### src/rtl/sequential_digit_subtractor.sv
// Digit-serial subtractor: d = a - b - borrow_in, one W-bit digit per clock.
// Optional signed overflow flag is built when SUB_SIGNED_OVERFLOW_EN is defined.
//
// Ports:
//   clk, rst                      clock, synchronous active-high reset
//   in_valid/in_ready, a, b,
//   borrow_in                     operand handshake and operands
//   out_valid/out_ready, d,
//   borrow_out, overflow          result handshake and result
module sequential_digit_subtractor #(
    parameter int N = 32,
    parameter int W = 8
) (
    input  logic         clk,
    input  logic         rst,
    input  logic         in_valid,
    output logic         in_ready,
    input  logic [N-1:0] a,
    input  logic [N-1:0] b,
    input  logic         borrow_in,
    output logic         out_valid,
    input  logic         out_ready,
    output logic [N-1:0] d,
    output logic         borrow_out,
    output logic         overflow
);

    localparam int D  = N / W;
    localparam int KW = (D > 1) ? $clog2(D) : 1;

    typedef enum logic [1:0] {
        IDLE,
        RUN,
        DONE
    } state_t;

    state_t        state;
    state_t        state_n;
    logic [KW-1:0] k;
    logic [N-1:0]  a_q;
    logic [N-1:0]  b_q;
    logic [N-1:0]  d_q;
    logic          br_q;
    logic          bo_q;
    logic          rdy_q;
    logic [W-1:0]  a_dig;
    logic [W-1:0]  b_dig;
    logic [W:0]    diff;
    logic          last;

    assign a_dig = a_q[k*W +: W];
    assign b_dig = b_q[k*W +: W];

    // Extra MSB of the widened difference is the digit borrow-out.
    assign diff = {1'b0, a_dig} - {1'b0, b_dig} - {{W{1'b0}}, br_q};
    assign last = (k == KW'(D - 1));

    always_comb begin
        state_n = state;
        unique case (state)
            IDLE:    if (in_valid && rdy_q) state_n = RUN;
            RUN:     if (last) state_n = DONE;
            DONE:    if (out_ready) state_n = IDLE;
            default: state_n = IDLE;
        endcase
    end

    always_ff @(posedge clk) begin
        if (rst) begin
            state <= IDLE;
            rdy_q <= 1'b0;
            k     <= '0;
            a_q   <= '0;
            b_q   <= '0;
            d_q   <= '0;
            br_q  <= 1'b0;
            bo_q  <= 1'b0;
        end else begin
            state <= state_n;
            // Ready is registered so it never depends on inputs directly.
            rdy_q <= (state_n == IDLE);
            unique case (state)
                IDLE: begin
                    if (in_valid && rdy_q) begin
                        a_q  <= a;
                        b_q  <= b;
                        br_q <= borrow_in;
                        k    <= '0;
                    end
                end
                RUN: begin
                    d_q[k*W +: W] <= diff[W-1:0];
                    br_q          <= diff[W];
                    k             <= k + KW'(1);
                    if (last) bo_q <= diff[W];
                end
                default: ;
            endcase
        end
    end

`ifdef SUB_SIGNED_OVERFLOW_EN
    logic msb_br_q;

    // Borrow into bit N-1 recovered as a ^ b ^ d at the top bit.
    always_ff @(posedge clk) begin
        if (rst) begin
            msb_br_q <= 1'b0;
        end else if (state == RUN && last) begin
            msb_br_q <= a_dig[W-1] ^ b_dig[W-1] ^ diff[W-1];
        end
    end

    assign overflow = msb_br_q ^ bo_q;
`else
    assign overflow = 1'b0;
`endif

    assign in_ready   = rdy_q;
    assign out_valid  = (state == DONE);
    assign d          = d_q;
    assign borrow_out = bo_q;

endmodule

### config.mk
export PLATFORM = sky130hd
export DESIGN_NAME = sequential_digit_subtractor
export DESIGN_NICKNAME = d
export VERILOG_FILES = /design/src/rtl/sequential_digit_subtractor.sv
export SDC_FILE = /design/constraint.sdc
export NUM_CORES = 1
export LEC_CHECK = 0
export BUFFER_PORTS_ARGS = -buffer_cell sky130_fd_sc_hd__buf_4
export CAP_MARGIN = 40
export CORE_ASPECT_RATIO = 1.1
export CORE_UTILIZATION = 30
export CTS_CLUSTER_SIZE = 30
export DETAILED_ROUTE_END_ITERATION = 10
export GPL_TIMING_DRIVEN = 0
export MAX_ROUTING_LAYER = met4
export PLACE_DENSITY = 0.46
export SLEW_MARGIN = 20
export SYNTH_ARGS = -nofsm -noshare
export SYNTH_HDL_FRONTEND = slang
export SYNTH_SLANG_ARGS = --single-unit
export TNS_END_PERCENT = 20
### constraint.sdc
create_clock -name clk -period 3.4 [get_ports clk]
set_clock_uncertainty 0.1 [all_clocks]
set_input_delay 0.68 -clock clk [delete_from_list [all_inputs] [get_ports clk]]
set_output_delay 0.68 -clock clk [all_outputs]
set_load 0.005 [all_outputs]
Word level (Yosys, flattened, before mapping). Cells that the tools add are included.

Output and inout bits: 36. Bits in registers: 103. Input port bits: 69. Logic and storage cells: 36.

Multiplexer cells: 9. Reduce and logical (&&, ||, !) cells: 7. $add $sub $neg: 4. Shifts and indexed selects: 4. Equality and inequality tests: 4.

Operator list (number): $shiftx 32x6->8 (2); $neg 5->34 (1); $shift 8x34->32 const A (1); $shiftx 8x34->32 (1); $bwmux 32 (1); $sub 8x8->9 (1); $sub 9x1->9 (1); $mux 2 (4); $pmux 2 s3 (1); $reduce_and 2->1 (3); $eq 2x2->1 const B (2); $logic_not 2->1 (2); $pmux 2 s2 (1); $add 2x1->2 const B (1); $eq 2x1->1 const B (1); $ne 2x2->1 const B (1); $pmux 1 s2 (1); $reduce_bool 2->1 (1); $logic_and 1x1->1 (1); $mux 1 (1).

Longest topological paths before layout.
Word-level depth: 5. Depth in mapped cells: 12. Depth with buffers taken out: 10.

Worst setup path before layout. OpenSTA, ideal clock, no wires.

Path type: register -> register. From: register k[0]. To: register bo_q, in the netlist borrow_out. Setup time: 0.139 ns. Cell stages (with the launch flop): 13. Path slack: 0.260 ns. Buffers on the path: 2. Arrival time: 2.901 ns. Required time: 3.161 ns. Clock period less this slack: 3.140 ns. Cells stage by stage: dfxtp_1 -> buf_6 -> buf_6 -> mux4_2 -> inv_1 -> fa_1 -> inv_1 -> fa_1 -> a21boi_0 -> o22ai_2 -> o21ai_2 -> xor2_1 -> a311oi_1.

Word-level cells in the longest chain between the ends: 3. Elaborated cells on any way between the ends: 6. Classes of those cells: 2 x add/sub; 1 x eq/ne; 2 x shift; 1 x reduce/logical.

Ends and longest elaborated chain: start: declaration (line 39) `logic [KW-1:0] k;`; start signal: assignment (line 94) `k <= k + KW'(1);`; $shiftx 32x6->8 (on tied branches) (line 51, 52); $sub 8x8->9 (line 55) `assign diff = {1'b0, a_dig} - {1'b0, b_dig} - {{W{1'b0}}, br_q};`; $sub 9x1->9 (line 55); end signal: assignment (line 95) `if (last) bo_q <= diff[W];`; end: declaration (line 44) `logic bo_q;`.

Parallel ways exist; a longest one is shown, timed or not. A chain may end at the register's enable or synchronous reset.

Worst setup path after layout.
From: register k[0]. To: register d_q[5], in the netlist d[5].

Word-level cells in the longest chain between the ends: 5. Elaborated cells on any way between the ends: 8. Classes of those cells: 3 x add/sub; 4 x shift; 1 x mux.

Ends and longest elaborated chain: $shiftx 32x6->8 (on tied branches) (line 51, 52); $sub 8x8->9 (line 55); $sub 9x1->9 (line 55); $shiftx 8x34->32 (line 92) `d_q[k*W +: W] <= diff[W-1:0];`; $bwmux 32 (*) (line 92); end signal: indexed assignment (line 92); end: declaration (line 42) `logic [N-1:0] d_q;`.

Every way passes the cells marked *; elsewhere a longest branch is shown, timed or not.

==> out/qor.yml <==
status:
  status: "completed"
critical_path:
  endpoint_kind: "flip-flop"
  path_cells: "buf_12, buf_4, mux4_2, fa_1, ha_1, nand2b_1, o221ai_2, or4_1, nand3_2, o31ai_1"
  slowest_stage: "mux4_2"
  rrSetupSlack_ns: 0.23
  cp.required_ns: 3.53
  cp_top_family: "adder cells"
  r2r_cells: 10
  start_kind: "flip-flop"
  reg2reg_from: "k[0]"
  cp.arrival_ns: 3.30
  critPathMaxStageDelay_ns: 0.51
  crit_end: "d[5]"
  crit_cells: 10
  reg2reg_to: "d[5]"
  crit_type: "flip-flop to flip-flop"
  critical_path.startpoint: "k[0]"
  crit_fanout: 15
  crit_buf_inv: 2
clock_network:
  htreeDepth: 3
  hold_buffers: 0
  clock_latency_ns: 0.36
  clk_root_buffer_cell: "clkbuf_16"
  cts_max_path_buffers: 2
  numCtsBuffers: 9
  clock_sinks: 103
  cts_tree: "built"
  clkTransAtPathRegs_ns: 0.07
sta:
  slew_headroom_pct: 58.4
  hold_viol: 0
  slew_violations: 0
  whs_ns: 0.356
  setup_violations: 0
  fmax_mhz: 315
  fin_crit_sh_pct: 93.3
  worstMarginPinSlew_ns: 0.624
  period_needed_ns: 3.17
  rsz0062_at_grt: "no"
  final.setup.tns_ns: 0
synthesis:
  synth_flop_cell: "dfxtp_1"
  seq_area_frac_synth_pct: 44.4
  synth-async-reset-ratio_pct: 0
  synth_seq_cells: 103
  synth_edf_count: 0
  avgSynthCellArea_um2: 8.59
  yosysUniqueCellTypes: 45
  syn_inst: 541
  yosysWarnings: 0
  synth_fp_nets: 630
  netlist_area_um2: 4650
floorplanning:
  initial_core_util_pct: 30.7
  dieWidth_um: 121
  num_rows: 47
  io_pins: 105
  core_um2: 15100
  fp.dieArea_um2: 16000
  die_y_um: 133
min_path:
  worstHoldPathType: "flip-flop to flip-flop"
grt:
  antenna_found_initial: 0
  grt_use_total_pct: 18.3
  grt_overflow: 0
  grt_pass1_vias: 4087
  grt_pass1_wl_um: 21500
  grt_max_degree: 20
layout:
  diodes: 0
  fill_cells: 1548
  mostFrequentLayoutCell: "nand2_1"
  fin_cells: 863
  fin_area_um2: 6080
  drive_gt1_share_pct: 24.4
  mostFrequentLayoutCells: "142 x nand2_1, 112 x buf_4, 102 x dfxtp_1"
  nNetsFinal: 751
  syn2layout_area_growth_pct: 30.8
routing:
  first_pass_iters: 4
  drc: 0
  antenna_left: 0
  wl_per_cell_um: 16.0
  first_iter_violations: 169
  vias: 4153
  wl_um: 13800
  avgViaCountPerCell: 4.81
pwr:
  powerDensity_nw_per_um2: 485
  power_leakage_nw: 2.39
  peakVddDrop_mv: 0.224
  totalPowerFinal_mw: 2.95
place:
  dp_hpwl_um: 10500
  placed_cells: 840
  io_buffers: 103
  dpl_cell_area_um2: 5670
  gp_routability_congestion: 0.766
flow_run:
  drv_cap: 0
routing by layer:
layer,global-route usage (%),wire [um],vias up
met5,-,0,-
met4,7.61,310,0
met3,2.50,538,20
met2,29.8,6630,108
met1,22.8,6300,1938
li1,-,-,2087
metrics by stage:
stage / util, % / setup slack [ns]
2_1_floorplan: - / 0.260
3_3_place_gp: 37.5 / -0.523
3_5_place_dp: 37.5 / -0.544
4_1_cts: 39.6 / 0.0648
5_1_grt: 40.2 / 0.0135
6_report: 40.2 / 0.229
worst min path at each step:
| stage | slack, ns | start | to | depth (start not counted) |
|---|---|---|---|---|
| after floorplan | 0.33 | a_q[16] | a_q[16] | 2 |
| after global placement | 0.34 | b_q[10] | b_q[10] | 2 |
| after detailed placement | 0.35 | a_q[20] | a_q[20] | 2 |
| after CTS | 0.36 | a_q[20] | a_q[20] | 2 |
| after global routing | 0.38 | b_q[24] | b_q[24] | 2 |
| final | 0.36 | a_q[6] | a_q[6] | 2 |
repair_timing:
| action | 4_1_cts | 5_1_grt |
|---|---|---|
| setup buffers | 0 | 8 |
| cloned | 0 | 0 |
| gates resized for setup | 8 | 4 |
| pin swaps | 1 | 0 |
| setup endpoints to repair | 26 | 7 |
kinds of logic (layout without fill, tap and decap cells):
family	Yosys count	count (layout)	synth area share (%)
DFF	103	103	44.4
adders and majority gates	20	20	5.71
xor gates and xnor gates	5	5	0.943
muxes	17	17	7.70
AOI/OAI and AO/OA	118	118	15.2
buffers and inverters	56	182	5.14
other	1	1	0.0807
and+or+nand+nor	221	221	20.8
power by group:
part / internal (mW) / switching, mW / leakage (nW)
logic: 0.240 / 0.327 / 1.40
clock network: 0.618 / 0.476 / 0.153
registers: 1.26 / 0.0304 / 0.837
total: 2.11 / 0.833 / 2.39
worst register-to-register path, cell delays in order (launching register included):
cell,delay (ns)
dfxtp_4,0.43
buf_12,0.18
buf_4,0.13
mux4_2,0.51
fa_1,0.42
ha_1,0.33
nand2b_1,0.12
o221ai_2,0.14
or4_1,0.45
nand3_2,0.15
o31ai_1,0.09
Yosys cell counts (all sizes together), types with 3 or more instances:
cell type	instances	area (um2)
nor2	34	128
a22oi	18	135
inv	22	82.6
nand2	142	533
xnor2	3	26.3
buf	12	73.8
mux4	15	338
a21oi	73	365
ha	18	225
nand4	3	18.8
nand3	3	20.0
dfxtp	103	2060
o21ai	9	48.8
or3	3	18.8
nand3b	13	101
clkbuf	22	82.6
o311ai	4	35.0
nor2b	5	31.3
nand2b	6	37.5
o31ai	4	30.0
nor3	6	30.0
registers in the layout (all words and copies together), names as in the netlist:
name / flops
br_q: 1
b_q: 32
k: 2
a_q: 32
borrow_out: 1
in_ready: 1
d: 32
state: 2
area by class of cell:
class	instances	area [um2]	share of cell area (%)
buffer	33	164	2.70
clock buffer	11	253	4.16
clock inverter	5	63.8	1.05
inverter	22	82.6	1.36
multi-input combinational	382	2360	38.8
sequential	103	2070	34.0
tap	196	245	4.04
timing repair buffer	111	846	13.9
Power figures use the tool's default switching activity.
